File: src/rtl/ant_colony_scheduler_pkg.sv
// Shared parameters, state and memory-op encodings for the ant colony scheduler.
package ant_colony_scheduler_pkg;
    localparam int X_bits   = 6;
    localparam int Y_bits   = 6;
    localparam int ANT_bits = 2 * X_bits + 2 * Y_bits + 4;

    typedef enum logic [2:0] {
        IDLE,
        SETUP,
        RUN_WAIT,
        SERVICE,
        UPDATE
    } sched_state_t;

    typedef enum logic {
        MEM_OP_CLEAR   = 1'b0,
        MEM_OP_DEPOSIT = 1'b1
    } mem_op_t;

    localparam logic [7:0] LFSR_INIT = 8'hA5;

    // Fibonacci step for x^8+x^6+x^5+x^4+1; a nonzero state never reaches zero.
    function automatic logic [7:0] lfsr_next(input logic [7:0] s);
        return {s[6:0], s[7] ^ s[5] ^ s[4] ^ s[3]};
    endfunction
endpackage

File: src/rtl/ant_colony_scheduler_if.sv
// Control, per-ant status and sugar-map write bundle between the scheduler and its environment.
interface ant_colony_scheduler_if #(
    parameter int NUM_ANTS = 8
);
    import ant_colony_scheduler_pkg::*;

    logic                               start;
    logic                               stop;
    logic                               tick;
    logic [X_bits-1:0]                  colony_x;
    logic [Y_bits-1:0]                  colony_y;
    logic [NUM_ANTS-1:0]                collect_req;
    logic [NUM_ANTS-1:0]                drop_req;
    logic [NUM_ANTS-1:0][X_bits-1:0]    ant_x;
    logic [NUM_ANTS-1:0][Y_bits-1:0]    ant_y;
    logic                               mem_ack;

    logic                               setup_phase;
    logic [NUM_ANTS-1:0]                ant_set;
    logic [ANT_bits-1:0]                ant_d_in;
    logic [7:0]                         ant_seed;
    logic                               update_flag;
    logic                               mem_req;
    logic                               mem_op;
    logic [X_bits-1:0]                  mem_x;
    logic [Y_bits-1:0]                  mem_y;
    logic [15:0]                        sugar_delivered;
    logic                               overrun;

    modport master (
        input  start, stop, tick, colony_x, colony_y, collect_req, drop_req,
               ant_x, ant_y, mem_ack,
        output setup_phase, ant_set, ant_d_in, ant_seed, update_flag,
               mem_req, mem_op, mem_x, mem_y, sugar_delivered, overrun
    );

    modport slave (
        output start, stop, tick, colony_x, colony_y, collect_req, drop_req,
               ant_x, ant_y, mem_ack,
        input  setup_phase, ant_set, ant_d_in, ant_seed, update_flag,
               mem_req, mem_op, mem_x, mem_y, sugar_delivered, overrun
    );
endinterface

File: src/rtl/ant_colony_scheduler_priority_enc.sv
// Lowest-set-bit encoder used to pick the next ant to service.
module ant_priority_enc #(
    parameter  int NUM_ANTS = 8,
    localparam int IDX_W    = $clog2(NUM_ANTS)
) (
    input  logic [NUM_ANTS-1:0] req,
    output logic [IDX_W-1:0]    idx,
    output logic                valid
);
    always_comb begin
        idx   = '0;
        valid = 1'b0;
        for (int i = NUM_ANTS - 1; i >= 0; i--) begin
            if (req[i]) begin
                idx   = IDX_W'(i);
                valid = 1'b1;
            end
        end
    end
endmodule

File: src/rtl/ant_colony_scheduler.sv
// Sequences ant setup, then per game tick drains collect/drop requests into sugar-map writes.
module ant_colony_scheduler
    import ant_colony_scheduler_pkg::*;
#(
    parameter int NUM_ANTS = 8
) (
    input  logic                   game_clk,
    input  logic                   RESET,
    ant_colony_scheduler_if.master bus
);
    localparam int IDX_W = $clog2(NUM_ANTS);

    sched_state_t                    state, state_nxt;
    logic [IDX_W-1:0]                idx;
    logic [2:0]                      idx_lo;
    logic [7:0]                      lfsr;
    logic [NUM_ANTS-1:0]             pending;
    logic [NUM_ANTS-1:0]             kind;
    logic [NUM_ANTS-1:0][X_bits-1:0] pos_x;
    logic [NUM_ANTS-1:0][Y_bits-1:0] pos_y;
    logic                            stop_lat;
    logic [15:0]                     sugar_cnt;
    logic                            overrun_q;
    logic [IDX_W-1:0]                grant;
    logic                            grant_vld;
    logic                            ack_take;
    logic                            tick_take;

    function automatic logic [15:0] sat_inc(input logic [15:0] v);
        return (v == 16'hFFFF) ? v : v + 16'd1;
    endfunction

    ant_priority_enc #(.NUM_ANTS(NUM_ANTS)) u_enc (
        .req   (pending),
        .idx   (grant),
        .valid (grant_vld)
    );

    assign idx_lo    = 3'(idx);
    assign ack_take  = (state == SERVICE) && grant_vld && bus.mem_ack;
    assign tick_take = (state == RUN_WAIT) && !stop_lat && bus.tick;

    always_comb begin
        state_nxt           = state;
        bus.setup_phase     = 1'b1;
        bus.ant_set         = '0;
        bus.ant_d_in        = '0;
        bus.ant_seed        = '0;
        bus.update_flag     = 1'b0;
        bus.mem_req         = 1'b0;
        bus.mem_op          = MEM_OP_CLEAR;
        bus.mem_x           = '0;
        bus.mem_y           = '0;
        bus.sugar_delivered = '0;
        bus.overrun         = 1'b0;
        case (state)
            IDLE: begin
                if (bus.start) state_nxt = SETUP;
            end
            SETUP: begin
                if (idx == IDX_W'(NUM_ANTS - 1)) state_nxt = RUN_WAIT;
            end
            RUN_WAIT: begin
                if (stop_lat)
                    state_nxt = IDLE;
                else if (bus.tick)
                    state_nxt = (|(bus.collect_req | bus.drop_req)) ? SERVICE : UPDATE;
            end
            SERVICE: begin
                if (!grant_vld) state_nxt = UPDATE;
            end
            UPDATE: begin
                state_nxt = RUN_WAIT;
            end
            default: state_nxt = IDLE;
        endcase
        // Outputs are held at their reset values for as long as RESET is asserted.
        if (!RESET) begin
            bus.sugar_delivered = sugar_cnt;
            bus.overrun         = overrun_q;
            case (state)
                SETUP: begin
                    bus.ant_set  = NUM_ANTS'(1) << idx;
                    bus.ant_d_in = {bus.colony_x, bus.colony_y, 1'b0, idx_lo,
                                    bus.colony_x, bus.colony_y};
                    bus.ant_seed = lfsr;
                end
                RUN_WAIT: bus.setup_phase = 1'b0;
                SERVICE: begin
                    bus.setup_phase = 1'b0;
                    if (grant_vld) begin
                        bus.mem_req = 1'b1;
                        bus.mem_op  = kind[grant] ? MEM_OP_CLEAR : MEM_OP_DEPOSIT;
                        bus.mem_x   = pos_x[grant];
                        bus.mem_y   = pos_y[grant];
                    end
                end
                UPDATE: begin
                    bus.setup_phase = 1'b0;
                    bus.update_flag = 1'b1;
                end
                default: ;
            endcase
        end
    end

    always_ff @(posedge game_clk) begin
        if (RESET) begin
            state     <= IDLE;
            idx       <= '0;
            pending   <= '0;
            kind      <= '0;
            stop_lat  <= 1'b0;
            lfsr      <= LFSR_INIT;
            sugar_cnt <= '0;
            overrun_q <= 1'b0;
        end else begin
            state <= state_nxt;
            if (bus.stop && state != IDLE && !(state == RUN_WAIT && stop_lat))
                stop_lat <= 1'b1;
            if (bus.tick && (state == SETUP || state == SERVICE || state == UPDATE))
                overrun_q <= 1'b1;
            case (state)
                IDLE: idx <= '0;
                SETUP: begin
                    idx  <= idx + IDX_W'(1);
                    lfsr <= lfsr_next(lfsr);
                end
                RUN_WAIT: begin
                    if (stop_lat) begin
                        pending  <= '0;
                        stop_lat <= 1'b0;
                    end else if (bus.tick) begin
                        pending <= bus.collect_req | bus.drop_req;
                        kind    <= bus.collect_req;
                    end
                end
                SERVICE: begin
                    if (ack_take) begin
                        pending[grant] <= 1'b0;
                        if (!kind[grant]) sugar_cnt <= sat_inc(sugar_cnt);
                    end
                end
                default: ;
            endcase
        end
    end

    // Drop-only ants target the nest, so their write address is captured as the colony.
    always_ff @(posedge game_clk) begin
        if (tick_take) begin
            for (int i = 0; i < NUM_ANTS; i++) begin
                if (bus.drop_req[i] && !bus.collect_req[i]) begin
                    pos_x[i] <= bus.colony_x;
                    pos_y[i] <= bus.colony_y;
                end else begin
                    pos_x[i] <= bus.ant_x[i];
                    pos_y[i] <= bus.ant_y[i];
                end
            end
        end
    end
endmodule

File: src/flat_wrapper.sv
// flat-port wrapper written by rule: the top's interface ports become plain ports
module ant_colony_scheduler_flat import ant_colony_scheduler_pkg::*;
#(
    parameter int NUM_ANTS = 8
)
  (game_clk, RESET, bus_start, bus_stop, bus_tick, bus_colony_x, bus_colony_y, bus_collect_req, bus_drop_req, bus_ant_x, bus_ant_y, bus_mem_ack, bus_setup_phase, bus_ant_set, bus_ant_d_in, bus_ant_seed, bus_update_flag, bus_mem_req, bus_mem_op, bus_mem_x, bus_mem_y, bus_sugar_delivered, bus_overrun);
  ant_colony_scheduler_if #(.NUM_ANTS(NUM_ANTS)) bus_i ();
  input  logic game_clk;
  input  logic RESET;
  input wire logic [$bits(bus_i.start)-1:0] bus_start;
  input wire logic [$bits(bus_i.stop)-1:0] bus_stop;
  input wire logic [$bits(bus_i.tick)-1:0] bus_tick;
  input wire logic [$bits(bus_i.colony_x)-1:0] bus_colony_x;
  input wire logic [$bits(bus_i.colony_y)-1:0] bus_colony_y;
  input wire logic [$bits(bus_i.collect_req)-1:0] bus_collect_req;
  input wire logic [$bits(bus_i.drop_req)-1:0] bus_drop_req;
  input wire logic [$bits(bus_i.ant_x)-1:0] bus_ant_x;
  input wire logic [$bits(bus_i.ant_y)-1:0] bus_ant_y;
  input wire logic [$bits(bus_i.mem_ack)-1:0] bus_mem_ack;
  output wire logic [$bits(bus_i.setup_phase)-1:0] bus_setup_phase;
  output wire logic [$bits(bus_i.ant_set)-1:0] bus_ant_set;
  output wire logic [$bits(bus_i.ant_d_in)-1:0] bus_ant_d_in;
  output wire logic [$bits(bus_i.ant_seed)-1:0] bus_ant_seed;
  output wire logic [$bits(bus_i.update_flag)-1:0] bus_update_flag;
  output wire logic [$bits(bus_i.mem_req)-1:0] bus_mem_req;
  output wire logic [$bits(bus_i.mem_op)-1:0] bus_mem_op;
  output wire logic [$bits(bus_i.mem_x)-1:0] bus_mem_x;
  output wire logic [$bits(bus_i.mem_y)-1:0] bus_mem_y;
  output wire logic [$bits(bus_i.sugar_delivered)-1:0] bus_sugar_delivered;
  output wire logic [$bits(bus_i.overrun)-1:0] bus_overrun;
  assign bus_i.start = bus_start;
  assign bus_i.stop = bus_stop;
  assign bus_i.tick = bus_tick;
  assign bus_i.colony_x = bus_colony_x;
  assign bus_i.colony_y = bus_colony_y;
  assign bus_i.collect_req = bus_collect_req;
  assign bus_i.drop_req = bus_drop_req;
  assign bus_i.ant_x = bus_ant_x;
  assign bus_i.ant_y = bus_ant_y;
  assign bus_i.mem_ack = bus_mem_ack;
  assign bus_setup_phase = bus_i.setup_phase;
  assign bus_ant_set = bus_i.ant_set;
  assign bus_ant_d_in = bus_i.ant_d_in;
  assign bus_ant_seed = bus_i.ant_seed;
  assign bus_update_flag = bus_i.update_flag;
  assign bus_mem_req = bus_i.mem_req;
  assign bus_mem_op = bus_i.mem_op;
  assign bus_mem_x = bus_i.mem_x;
  assign bus_mem_y = bus_i.mem_y;
  assign bus_sugar_delivered = bus_i.sugar_delivered;
  assign bus_overrun = bus_i.overrun;
  ant_colony_scheduler #(.NUM_ANTS(NUM_ANTS)) u_core (.game_clk(game_clk), .RESET(RESET), .bus(bus_i));
endmodule
File: config.mk
export PLATFORM = sky130hd
export DESIGN_NAME = ant_colony_scheduler_flat
export DESIGN_NICKNAME = d
export VERILOG_FILES = /design/src/rtl/ant_colony_scheduler_pkg.sv /design/src/rtl/ant_colony_scheduler_if.sv /design/src/rtl/ant_colony_scheduler_priority_enc.sv /design/src/rtl/ant_colony_scheduler.sv /design/src/flat_wrapper.sv
export SDC_FILE = /design/constraint.sdc
export NUM_CORES = 1
export LEC_CHECK = 0
export CELL_PAD_IN_SITES_DETAIL_PLACEMENT = 1
export CELL_PAD_IN_SITES_GLOBAL_PLACEMENT = 1
export CORE_MARGIN = 5
export CORE_UTILIZATION = 41
export CTS_CLUSTER_SIZE = 16
export DETAILED_ROUTE_END_ITERATION = 10
export GPL_ROUTABILITY_DRIVEN = 0
export PLACE_DENSITY_LB_ADDON = 0.1
export SLEW_MARGIN = 20
export SYNTH_ARGS = -nofsm -noshare
export SYNTH_HDL_FRONTEND = slang
export SYNTH_SLANG_ARGS = --single-unit
File: constraint.sdc
create_clock -name game_clk -period 10.3 [get_ports game_clk]
set_input_delay 2.06 -clock game_clk [delete_from_list [all_inputs] [get_ports game_clk]]
set_output_delay 2.06 -clock game_clk [all_outputs]
set_load 0.01 [all_outputs]
* Yosys cells after proc, flatten, opt, wreduce, memory -nomap -nowiden *
Cells that the tools add are included.

cells by class
  $mul = 0
  shifts and indexed selects = 1
  bitwise logic cells = 9
  reductions and logical operators = 39
  div/mod/pow operators = 0
  $add $sub $neg = 2
  eq/ne operators = 11
  order comparisons = 2
  muxes and demuxes = 80

operator list
  operator                                                                      number
  6-bit two-way mux                                                             24
  28-bit two-way mux                                                            2
  8-bit two-way mux                                                             7
  3-bit two-way mux                                                             14
  6-bit binary-select mux with 3-bit select                                     2
  1-bit two-way mux                                                             25
  1-bit logical AND                                                             17
  16-bit by 1-bit adder with 16-bit output, second input constant               1
  16-bit equality test, second input constant                                   1
  16-bit two-way mux                                                            1
  8-bit case mux with 2 select lines                                            1
  3-bit case mux with 5 select lines                                            1
  1-bit logical NOT                                                             10
  8-bit bitwise AND                                                             1
  8-bit NOT                                                                     1
  8-bit bitwise OR                                                              1
  4-bit AND reduction                                                           2
  8-bit OR reduction                                                            1
  1-bit by 3-bit << shifter with 8-bit output, first input constant             1
  3-bit by 2-bit equality test with 1-bit output, second input constant         2
  3-bit equality test, second input constant                                    2
  3-bit case mux with 2 select lines                                            1
  3-bit AND reduction                                                           2
  3-bit by 4-bit less-than comparator with 1-bit output, second input constant  1
  other kinds (15)                                                              23

storage, ports and cells
  bits of input ports = 130
  output and inout bits = 77
  memory bits (read-only) = 0
  bits in latches = 0
  flip-flop bits (word level) = 144
  memory bits (writable) = 0
  memories kept = 0

* Logic depth before layout (Yosys ltp) *
  word-level depth = 16
  gate-level depth with buffers = 8
  gate-level depth less buffers = 8

* Hierarchy *
A second synthesis with hierarchy kept.

second synthesis, totals
  cell total of the unflattened synthesis = 678
  area, all modules = 7840.0 µm²

modules (own cells, without submodules)
  module                cells an instance  area each (µm²)  instances
  ant_colony_scheduler  665                7759.9           1
  ant_priority_enc      13                 80.1             1

* Worst setup path before layout *
OpenSTA, ideal clock, no wires.

  kind = input port to flip-flop
  start point = input port bus_tick
  end point = register u_core.pending[7]
  path slack = 4.415 ns
  library setup time = 0.076 ns
  stages on the path = 5
  arrival = 5.809 ns
  path buffers = 1
  required time = 10.224 ns
  cell sequence = nand3_1 -> inv_1 -> clkbuf_1 -> o21ai_0 -> a21oi_1

on the way
  longest elaborated chain between the ends = 2

RTL lines
  element                                                            RTL line                     source
  start: declaration                                                 flat_wrapper.sv:12           input wire logic [$bits(bus_i.tick)-1:0] bus_tick;
  3-bit by 2-bit inequality test with 1-bit output (no source line)  --
  3-bit AND reduction (no source line)                               --
  end signal: assignment                                             ant_colony_scheduler.sv:134  pending <= bus.collect_req | bus.drop_req;
  end: declaration                                                   ant_colony_scheduler.sv:17   logic [NUM_ANTS-1:0] pending;

Every way passes these cells.
A chain may end at the register's enable or synchronous reset.

* Worst setup path after layout *
  start point = input port RESET
  end point = output port bus_mem_x[3]

on the way
  longest elaborated chain between the ends = 1

RTL lines
  element             RTL line                    source
  start: declaration  flat_wrapper.sv:9           input logic RESET;
  6-bit two-way mux   ant_colony_scheduler.sv:78  if (!RESET) begin
  end: declaration    flat_wrapper.sv:27          output wire logic [$bits(bus_i.mem_x)-1:0] bus_mem_x;

Every way passes these cells.

==> results.tsv <==
metric	value	unit
status	complete, no violations	
via_per_inst	5.56	
p_per_area	183	nW/um^2
worst_slack	3.56	ns
ys_types	53	
async_reset_ff_share	0	%
required	8.24	ns
finClkSkew	0.0121	ns
cts_resized	0	
fmax	148	MHz
cts_max_path_buffers	2	
route.detailed.drc	0	
p_clk_share	33.3	%
r2r_start	u_core.pending[3]	
via_count	6195	
p_leak	0.00353	uW
overflow	0	
p_seq_share	39.9	%
crit_arrival	4.68	ns
period_share	65.4	%
placed_area	9740	um^2
nFillCells	1883	
startpoint_type	input pin	
tightestPinTransition	1.07	ns
reg2regPathDepth	7	
rsz0062_at_grt	false	
io-pin-count	207	
hold_violations	0	
io_buffers	205	
hpwl	17500	um
cts_root_buffer	clkbuf_16	
synthToLayoutAreaGrowth	36.2	%
rows	49	
cp-startpoint	RESET	
grt_pass1_wl	37800	um
tritoncts	built	
cts-htree-levels	4	
fin_setup_tns	0	ns
yosys-top-cells-area	edfxtp_1, mux2_2, dfxtp_1, mux2i_1, and2_1	
drive_above_1_share	16.4	%
synth_seq_cells	144	
insertion_delay	0.42	ns
synth_flop_cell	edfxtp_1	
final_cell_area	10300	um^2
synth_commonest_cells	mux2_2, edfxtp_1, nor2_1	
setup.worst_path.class	in -> out	
slew-limit-headroom	28.6	%
dieArea	21300	um^2
detail_route.wl_per_cell	22.1	um
min_period	6.74	ns
switching_share	31.2	%
initial_core_util	42.0	%
wirelength	24600	um
max_cap_violations	0	
synth_top_area_share	38.0	%
cts_buffers	17	
finalSetupViolCount	0	
endpoint_kind	output pin	
postCtsSetupRepairBufs	0	
slew_violations	0	
clk_pin_slew_worst_paths	0.05	ns
nets	1008	
timing.rr.end	u_core.sugar_cnt[6]	
worst-path-max-fanout	73	
p_int	1300	uW
clock-sinks	144	
synth_cells	690	
netSwitchingPower	592	uW
ir_worst_vdd	0.126	mV
synth.avg_cell_area	11.0	um^2
die_w	146	um
p_total	1900	uW
hold_class	reg -> reg	
synth-edff-count	96	
reg2reg_slack	6.85	ns
synth_nets	827	
die_h	146	um
power_frac_comb	26.8	%
ys_seq_area_share	50.6	%
grt_use_total	22.6	%
yosysTopAreaCell	edfxtp_1	
grt_start_max_net_pins	94	
yosysMostFrequentCell	mux2_2	
drt_iter0_drc	416	
crit_end	bus_mem_x[3]	
synth_area	7590	um^2
drt_pass1_iterations	5	
preCtsSetupSlack	3.61	ns
whs	0.465	ns
yosys_warnings	0	
grt_pass1_vias	6789	
antenna_found_initial	1	
core	18100	um^2
ant_nets	0	
ctsHoldBuffers	0	
placed cells by master (no fill, tap or decap), types with 21 or more instances in the layout:
cell type and count:
and2_1 32, nand2_1 46, edfxtp_1 96, mux2i_1 24
nor3_1 21, a21oi_1 35, dfxtp_1 48, clkdlybuf4s50_1 204
nor2_1 49, o21ai_0 39, mux2_2 99
kinds of logic (layout without fill, tap and decap cells):
kind of cell / count (synthesis) / after routing / share of synthesized area (%)
compound gates: 121 / 121 / 9.90
simple gates: 228 / 228 / 15.8
other cells: 1 / 2 / 0.0494
mux: 126 / 126 / 18.3
flops: 144 / 144 / 50.6
buf+inv: 58 / 252 / 3.53
xor+xnor: 5 / 5 / 0.577
fa+ha+maj: 7 / 7 / 1.15
critical path: stages:
cell	delay [ns]
buf_2	0.10
buf_4	0.33
nand2b_1	0.65
nor3_1	0.35
o21ai_0	0.12
a221oi_1	0.41
clkdlybuf4s50_1	0.63
sequential cells by signal (all words and copies together) (netlist names):
name,count
u_core.pos_x,48
u_core.pos_y,48
u_core.sugar_cnt,16
u_core.kind,8
u_core.lfsr,8
u_core.pending,8
u_core.idx,3
u_core.state,3
u_core.overrun_q,1
u_core.stop_lat,1
stage by stage:
stage          instances  utilization, %
2_1_floorplan        690               -
3_3_place_gp        1081            53.9
3_5_place_dp        1081            53.9
4_1_cts             1113            57.2
5_1_grt             1114            57.2
6_report            1114            57.2
metal layers:
layer	up-vias	global-route usage, %	routed length, um	part of all wire [%]
met5	-	0	0	0
met4	0	7.38	581	2.4
met3	27	6.66	1490	6.0
met2	196	40.6	12800	52
met1	3057	25.9	9750	40
li1	2915	-	-	-
power by group through the flow:
stage / sequential [uW] / clock, uW / combinational [uW]
6_report: 757 / 632 / 508
5_1_grt: 765 / 672 / 550
4_1_cts: 757 / 640 / 513
3_5_place_dp: 768 / 0 / 509
3_3_place_gp: 762 / 0 / 493
2_1_floorplan: 751 / 0 / 315
how the worst min path moves through the flow:
| stage | start | to | slack (ns) | cells after the start |
|---|---|---|---|---|
| 3_3_place_gp | u_core.kind[4] | u_core.kind[4] | 0.44 | 2 |
| 6_report | u_core.kind[5] | u_core.kind[5] | 0.47 | 2 |
| 2_1_floorplan | u_core.overrun_q | u_core.overrun_q | 0.43 | 2 |
| 5_1_grt | u_core.kind[5] | u_core.kind[5] | 0.49 | 2 |
| 4_1_cts | u_core.kind[5] | u_core.kind[5] | 0.47 | 2 |
| 3_5_place_dp | u_core.kind[2] | u_core.kind[2] | 0.46 | 2 |
cell type report:
type	count	area [um^2]	share of cell area (%)
clock buffer	20	437	4.22
inverter	12	47.5	0.460
tap	229	287	2.77
multi-input combinational	488	3490	33.8
sequential	144	3840	37.2
clock inverter	12	160	1.55
timing repair buffer	208	2070	20.0
antenna	1	2.50	0.0242
(Power assumes the default switching activity.)
